### src/rtl/mdu_ctrl.sv
// EX-side sequencer for the shared iterative multiply/divide unit (RV32M).
// Resolves divide-by-zero, signed overflow and x0 destinations locally; handles flush and timeout aborts.
module mdu_ctrl #(
  parameter int XLEN    = 32,
  parameter int TIMEOUT = 64,
  parameter int CNT_W   = 7
) (
  input  logic            clk,
  input  logic            rst,
  input  logic            req_valid,
  input  logic [2:0]      req_op,
  input  logic [XLEN-1:0] req_a,
  input  logic [XLEN-1:0] req_b,
  input  logic [4:0]      req_waddr,
  input  logic            flush,
  output logic            stall_req,
  output logic            out_valid,
  input  logic            out_ready,
  output logic            out_we,
  output logic [4:0]      out_waddr,
  output logic [XLEN-1:0] out_wdata,
  output logic            mdu_start,
  output logic            mdu_kill,
  output logic [2:0]      mdu_op,
  output logic [XLEN-1:0] mdu_a,
  output logic [XLEN-1:0] mdu_b,
  input  logic            mdu_done,
  input  logic [XLEN-1:0] mdu_result,
  output logic            timeout_err
);

  typedef enum logic [1:0] {
    S_IDLE  = 2'd0,
    S_ISSUE = 2'd1,
    S_WAIT  = 2'd2,
    S_HOLD  = 2'd3
  } state_t;

  localparam logic [2:0]       OP_DIV   = 3'd4;
  localparam logic [2:0]       OP_DIVU  = 3'd5;
  localparam logic [2:0]       OP_REM   = 3'd6;
  localparam logic [2:0]       OP_REMU  = 3'd7;
  localparam logic [XLEN-1:0]  MIN_NEG  = {1'b1, {(XLEN-1){1'b0}}};
  localparam logic [XLEN-1:0]  ALL_ONES = {XLEN{1'b1}};
  localparam logic [XLEN-1:0]  ZERO     = {XLEN{1'b0}};
  localparam logic [CNT_W-1:0] CNT_LAST = CNT_W'(TIMEOUT - 1);
  localparam logic [CNT_W-1:0] CNT_ONE  = CNT_W'(1);

  state_t            state_q, state_d;
  logic [2:0]        op_q, op_d;
  logic [XLEN-1:0]   a_q, a_d;
  logic [XLEN-1:0]   b_q, b_d;
  logic [4:0]        waddr_q, waddr_d;
  logic [XLEN-1:0]   wdata_q, wdata_d;
  logic              we_q, we_d;
  logic [CNT_W-1:0]  cnt_q, cnt_d;
  logic              out_valid_q, out_valid_d;
  logic              out_we_q, out_we_d;
  logic              start_q, start_d;
  logic              kill_s;
  logic              tmo_s;
  logic              is_div_s;
  logic              is_rem_s;
  logic              b_zero_s;
  logic              ovf_s;

  // Operand classification for the locally resolved cases.
  always_comb begin
    is_div_s = (req_op == OP_DIV) || (req_op == OP_DIVU);
    is_rem_s = (req_op == OP_REM) || (req_op == OP_REMU);
    b_zero_s = (req_b == ZERO);
    ovf_s    = (req_a == MIN_NEG) && (req_b == ALL_ONES);
  end

  // Next-state, datapath latching and abort pulses; flush overrides everything.
  always_comb begin
    state_d = state_q;
    op_d    = op_q;
    a_d     = a_q;
    b_d     = b_q;
    waddr_d = waddr_q;
    wdata_d = wdata_q;
    we_d    = we_q;
    cnt_d   = cnt_q;
    kill_s  = 1'b0;
    tmo_s   = 1'b0;
    case (state_q)
      S_IDLE: begin
        if (req_valid && !flush) begin
          waddr_d = req_waddr;
          if (req_waddr == 5'd0) begin
            state_d = S_HOLD;
            we_d    = 1'b0;
            wdata_d = ZERO;
          end else if (is_div_s && b_zero_s) begin
            state_d = S_HOLD;
            we_d    = 1'b1;
            wdata_d = ALL_ONES;
          end else if (is_rem_s && b_zero_s) begin
            state_d = S_HOLD;
            we_d    = 1'b1;
            wdata_d = req_a;
          end else if ((req_op == OP_DIV) && ovf_s) begin
            state_d = S_HOLD;
            we_d    = 1'b1;
            wdata_d = MIN_NEG;
          end else if ((req_op == OP_REM) && ovf_s) begin
            state_d = S_HOLD;
            we_d    = 1'b1;
            wdata_d = ZERO;
          end else begin
            state_d = S_ISSUE;
            op_d    = req_op;
            a_d     = req_a;
            b_d     = req_b;
            we_d    = 1'b1;
          end
        end else begin
          state_d = S_IDLE;
        end
      end
      S_ISSUE: begin
        if (flush) begin
          state_d = S_IDLE;
          kill_s  = 1'b1;
        end else begin
          state_d = S_WAIT;
          cnt_d   = {CNT_W{1'b0}};
        end
      end
      S_WAIT: begin
        if (flush) begin
          state_d = S_IDLE;
          kill_s  = 1'b1;
        end else if (mdu_done) begin
          state_d = S_HOLD;
          wdata_d = mdu_result;
        end else if (cnt_q == CNT_LAST) begin
          state_d = S_IDLE;
          kill_s  = 1'b1;
          tmo_s   = 1'b1;
        end else begin
          cnt_d = cnt_q + CNT_ONE;
        end
      end
      S_HOLD: begin
        if (flush || out_ready) begin
          state_d = S_IDLE;
        end else begin
          state_d = S_HOLD;
        end
      end
      default: begin
        state_d = S_IDLE;
      end
    endcase
    out_valid_d = (state_d == S_HOLD);
    out_we_d    = (state_d == S_HOLD) && we_d;
    start_d     = (state_d == S_ISSUE);
  end

  // State and datapath registers; reset clears everything with no abort pulse.
  always_ff @(posedge clk or posedge rst) begin
    if (rst) begin
      state_q     <= S_IDLE;
      op_q        <= 3'd0;
      a_q         <= ZERO;
      b_q         <= ZERO;
      waddr_q     <= 5'd0;
      wdata_q     <= ZERO;
      we_q        <= 1'b0;
      cnt_q       <= {CNT_W{1'b0}};
      out_valid_q <= 1'b0;
      out_we_q    <= 1'b0;
      start_q     <= 1'b0;
    end else begin
      state_q     <= state_d;
      op_q        <= op_d;
      a_q         <= a_d;
      b_q         <= b_d;
      waddr_q     <= waddr_d;
      wdata_q     <= wdata_d;
      we_q        <= we_d;
      cnt_q       <= cnt_d;
      out_valid_q <= out_valid_d;
      out_we_q    <= out_we_d;
      start_q     <= start_d;
    end
  end

  // Pipeline hold is combinational so EX releases in the same cycle the result is accepted.
  always_comb begin
    stall_req = !rst && req_valid && !((state_q == S_HOLD) && out_ready) && !flush;
  end

  assign out_valid   = out_valid_q;
  assign out_we      = out_we_q;
  assign out_waddr   = waddr_q;
  assign out_wdata   = wdata_q;
  assign mdu_start   = start_q;
  assign mdu_kill    = kill_s;
  assign timeout_err = tmo_s;
  assign mdu_op      = op_q;
  assign mdu_a       = a_q;
  assign mdu_b       = b_q;

endmodule

### config.mk
export PLATFORM = sky130hd
export DESIGN_NAME = mdu_ctrl
export DESIGN_NICKNAME = d
export VERILOG_FILES = /design/src/rtl/mdu_ctrl.sv
export SDC_FILE = /design/constraint.sdc
export NUM_CORES = 1
export LEC_CHECK = 0
export ABC_AREA = 1
export ABC_CLOCK_PERIOD_IN_PS = 3100
export BUFFER_PORTS_ARGS = -buffer_cell sky130_fd_sc_hd__buf_2
export CAP_MARGIN = 20
export CORE_AREA = 4 4 119 121
export DETAILED_ROUTE_END_ITERATION = 8
export DIE_AREA = 0 0 123 125
export PLACE_DENSITY = 0.84
export RECOVER_POWER = 100
export REMOVE_ABC_BUFFERS = 1
export SYNTH_ARGS = -nofsm -noshare
export SYNTH_HDL_FRONTEND = slang
export SYNTH_SLANG_ARGS = --single-unit
### constraint.sdc
create_clock -name clk -period 3.1 [get_ports clk]
set_input_delay 0 -clock clk [delete_from_list [all_inputs] [get_ports clk]]
set_output_delay 0 -clock clk [all_outputs]
set_load 0.02 [all_outputs]
-- Word-level counts from Yosys, hierarchy flattened
Cells that the tools add are included.
W data, S select, Z words.
- flip-flop bits (word level): 117
- input port bits: 110
- output and inout port bits: 110
- logic and storage cells: 98
- $add $sub $neg: 1
- equal/unequal tests: 19
- muxes and demuxes: 36
- bitwise gates (word level): 5
- reduce and logical (&&, ||, !) cells: 26
- operator list (kind ; count):
    $mux W32 ; 8
    $eq A32 B32 Y1 const B ; 2
    $pmux W32 S2 ; 1
    $logic_not A32 Y1 ; 1
    $mux W7 ; 4
    $mux W2 ; 11
    $pmux W7 S2 ; 1
    $eq A3 B3 Y1 const B ; 4
    $ne A2 B2 Y1 const B ; 6
    $logic_and A1 B1 Y1 ; 11
    $reduce_and A5 Y1 ; 2
    $mux W1 ; 9
    $pmux W2 S4 ; 1
    $add A7 B1 Y7 const B ; 1
    $eq A7 B6 Y1 const B ; 1
    $reduce_and A7 Y1 ; 1
    $eq A2 B2 Y1 const B ; 3
    $ne A6 B6 Y1 const B ; 1
    $logic_not A5 Y1 ; 1
    $not A1 Y1 ; 5
    $eq A2 B1 Y1 const B ; 2
    $reduce_bool A2 Y1 ; 2
    $logic_not A1 Y1 ; 3
    $logic_or A1 B1 Y1 ; 3
    3 further kinds ; 3

-- Logic depth before layout (Yosys ltp)
- word-level depth: 12
- depth in mapped cells: 14
- mapped depth without buffers: 13

-- Least setup slack after synthesis
Ideal clock, no wire load.
- path kind: register -> register
- from: reg state_q[0]
- to: reg wdata_q[0] (netlist: out_wdata[0])
- library setup time: 0.117 ns
- arrival time: 1.624 ns
- required time: 2.983 ns
- path slack: 1.359 ns
- cell stages (with the launch flop): 14
- buffers on the path: 2
- clock period less this slack: 1.741 ns
- path through: dfrtp_1 > inv_1 > ha_1 > buf_4 > inv_1 > nor2_2 > inv_1 > o22ai_1 > nand2_1 > inv_2 > nand2_4 > buf_6 > nand2_1 > nand2_1
- word-level cells in the longest chain between the ends: 3
- elaborated cells between the ends (all ways): 9
- those cells by class: 5 x eq/ne; 1 x mux; 3 x reduce/logical
- ends and longest elaborated chain (item ; RTL line ; text):
    start, declared ; 49 ; state_t state_q, state_d;
    start signal, assigned ; 177 ; state_q <= state_d;
    $logic_not A2 Y1 / $eq A2 B2 Y1 (equally long branches) ; 87 ; case (state_q)
    $ne A6 B6 Y1 (no source line), or another cell as far along ; -- ;
    $reduce_and A5 Y1 (no source line) ; -- ;
    end signal, assigned ; 182 ; wdata_q <= wdata_d;
    end, declared ; 54 ; logic [XLEN-1:0] wdata_q, wdata_d;
Parallel ways exist; a longest one is shown, timed or not.
A chain may end at the register's enable or synchronous reset.

-- Worst setup path after layout
- from: reg state_q[0]
- to: reg wdata_q[24] (netlist: out_wdata[24])
Same word-level chain as after synthesis.

==> impl_metrics.py <==
metrics = {
    "final_layout": {
        "fin_area_um2": 8500,
        "drive_above_1_share_pct": 13.9,
        "multi_input_area_um2": 2530,
        "syn2layout_area_growth_pct": 46.1,
        "nFillCells": 1094,
        "seqCellArea_um2": 2930,
        "fin_nets": 1198,
    },
    "sta": {
        "period_minus_slack_ns": 2.59,
        "setup_viol": 0,
        "rsz0062_at_grt": "no",
        "fmax_ghz": 0.387,
        "finalClockSkew_ns": 0.00746,
        "slew_violations": 118,
        "fin_crit_sh_pct": 83.4,
        "hold_viol": 0,
        "worst_pin_slew_ns": 1.61,
        "max_slew_margin_pct": -7.40,
    },
    "hold_path": {
        "hp-class": "input pin to flip-flop",
    },
    "floorplan": {
        "die_y_um": 125,
        "initial_core_util_pct": 44.5,
        "die_area_um2": 15400,
        "ios": 220,
        "coreArea_um2": 13100,
        "num_rows": 42,
        "die_x_um": 123,
    },
    "status": {
        "outcome": "finished, violations left",
        "violations": "max-capacitance violations, max-slew violations",
    },
    "yosys": {
        "synth.area.top_cells": "dfrtp_1, nand2_1, o2111ai_1",
        "synth_flop_cell": "dfrtp_1",
        "synth-seq-cells": 117,
        "syn-cell-area_um2": 5820,
        "synth_common_cells": "nand2_1, dfrtp_1, nor2_1, nand3_1",
        "ys_seq_area_share_pct": 50.3,
        "post-synth-top-count-cell": "nand2_1",
        "synth_edf_count": 0,
        "async_flop_share_pct": 100,
        "synth_top_area_share_pct": 50.3,
        "syn_area_per_cell_um2": 7.56,
        "yosysWarnings": 0,
        "yosysTopAreaCell": "dfrtp_1",
        "syn_inst": 770,
        "synth.distinct_cells": 29,
    },
    "cts": {
        "cts_setup_buffers": 0,
        "cts_root_buf": "clkbuf_16",
        "cts_made_buffers": 17,
        "path_clk_slew_ns": 0.05,
        "tritoncts": "done",
        "clock_latency_ns": 0.41,
        "h-tree-depth": 4,
        "clock_path_buffers": 2,
        "cts_sinks": 117,
    },
    "grt": {
        "grt_pass1_wl_mm": 32.4,
        "gr-total-overflow": 0,
        "grt_max_degree": 118,
        "grt_antenna_before_repair": 0,
        "grt_usage_pct": 26.4,
        "grt_pass1_vias": 6604,
    },
    "setup_path": {
        "cp.arrival_ns": 2.88,
        "path_buf_inv": 4,
        "critPathLaunchType": "flip-flop",
        "cp_data_required_time_ns": 3.39,
        "crit_type": "flip-flop to flip-flop",
        "crit_fanout": 32,
        "crit_family": "simple AND/OR/NAND/NOR gates",
        "endpoint_kind": "flip-flop",
        "crit_slowest_cell": "inv_2",
        "cpPeakStageDelay_ns": 0.47,
        "path_cells": "inv_1, ha_1, inv_1, nor2_1, inv_1, o22ai_1, nand2_1, inv_2, nand2_4, nand2_1, nand2_1",
    },
    "power_and_ir_drop": {
        "power.leakage_nw": 4.47,
        "irDropWorstVdd_mv": 0.540,
        "power.total_w": 0.00704,
        "power_density_nw_per_um2": 827,
    },
    "route": {
        "dr.pass1.iters": 7,
        "via_per_inst": 5.12,
        "drcViolationCount": 0,
        "drtIter0Drc": 582,
        "postRouteAntennaNets": 0,
        "vias": 6518,
        "wl_per_cell_um": 15.8,
        "routed_wl_mm": 20.1,
    },
    "placed_design": {
        "hpwl_mm": 12.2,
        "globalplace.congestion": 0.840,
        "numPortBuffers": 219,
        "placed_area_um2": 7010,
    },
    "run": {
        "drv_cap": 1,
    },
}
-- power breakdown --
part           leakage, nW  internal (W)  switching, W
sequential            1.51       0.00212      0.000351
combinational         2.68      0.000735       0.00195
clock                0.281       0.00124      0.000636
total                 4.47       0.00409       0.00294
-- cell type report --
class                      instances  share of cell area (%)
sequential                       117                    34.4
multi-input combinational        578                    29.8
timing repair buffer             334                    24.9
clock buffer                      23                    5.74
tap                              176                    2.59
inverter                          35                    1.56
clock inverter                     5                   0.883
antenna                            4                   0.118
-- path summary, 6_finish.rpt --
kind / slack [ns] / depth (start not counted) / from / to
min in group asynchronous: 0.73 / 4 / rst / mdu_start$_DFF_PP0_
setup reg to reg: 0.51 / 11 / state_q[0]$_DFF_PP0_ / out_wdata[24]$_DFFE_PP0P_
max in group asynchronous: 1.32 / 4 / rst / out_wdata[16]$_DFFE_PP0P_
hold reg to reg: 0.47 / 2 / mdu_a[18]$_DFFE_PP0P_ / mdu_a[18]$_DFFE_PP0P_
hold / removal: 0.10 / 5 / mdu_done / state_q[1]$_DFF_PP0_
setup / recovery: 0.51 / 11 / state_q[0]$_DFF_PP0_ / out_wdata[24]$_DFFE_PP0P_
-- sequential cells by signal, indices dropped and copies added (netlist names) --
signal / flops
out_valid: 1
mdu_a: 32
we_q: 1
state_q: 2
mdu_b: 32
mdu_op: 3
out_wdata: 32
out_we: 1
mdu_start: 1
out_waddr: 5
cnt_q: 7
-- tightest hold or removal path, stage by stage --
cell     delay (ns)
buf_2          0.11
nor2_1         0.09
o21ai_0        0.09
nand2_1        0.06
nand2_1        0.09
-- through the flow --
step	utilization, %	setup slack, ns	TNS (ns)	instances	hold WS, ns
final	65.0	0.514	0	1272	0.101
after CTS	65.9	0.644	0	1267	0.0304
after detailed placement	53.5	0.653	0	1133	0.224
after global routing	64.9	0.303	0	1268	0.115
after floorplan	-	-0.000766	-0.0896	730	0.0824
after global placement	53.5	0.767	0	1133	0.216
-- cells in the final DEF (no fill, tap or decap), types with 17 or more instances in the layout --
| master | Yosys | layout |
|---|---|---|
| o2111ai_1 | 31 | 31 |
| nand3_1 | 40 | 41 |
| clkbuf_16 | 0 | 17 |
| nor2_1 | 58 | 60 |
| nand2_1 | 400 | 400 |
| dlygate4sd3_1 | 0 | 106 |
| buf_2 | 24 | 108 |
| dfrtp_1 | 117 | 117 |
| clkbuf_1 | 9 | 113 |
| inv_1 | 31 | 30 |
-- cells by family (layout without fill, tap and decap cells) --
kind of cell	after synthesis	count (layout)	synth area share, %
XOR/XNOR	4	4	0.602
buffers and inverters	75	397	6.00
adder cells (fa/ha/maj)	5	5	1.08
other	0	4	0
AND/OR/NAND/NOR	513	513	34.8
AO/OA/AOI/OAI	56	56	7.22
flip-flops	117	117	50.3
-- repair_timing --
item | CTS | global route
hold endpoints to repair | 221 | 0
hold buffers | 106 | 0
resized for setup | 0 | 0
-- routing by layer --
metal | GRT usage [%] | wire [um] | vias up
met5 | 0 | 0 | -
met4 | 16.0 | 1140 | 0
met3 | 6.01 | 1510 | 107
met2 | 42.4 | 9600 | 372
met1 | 32.0 | 7890 | 2954
li1 | - | - | 3085
Power figures use the tool's default switching activity.
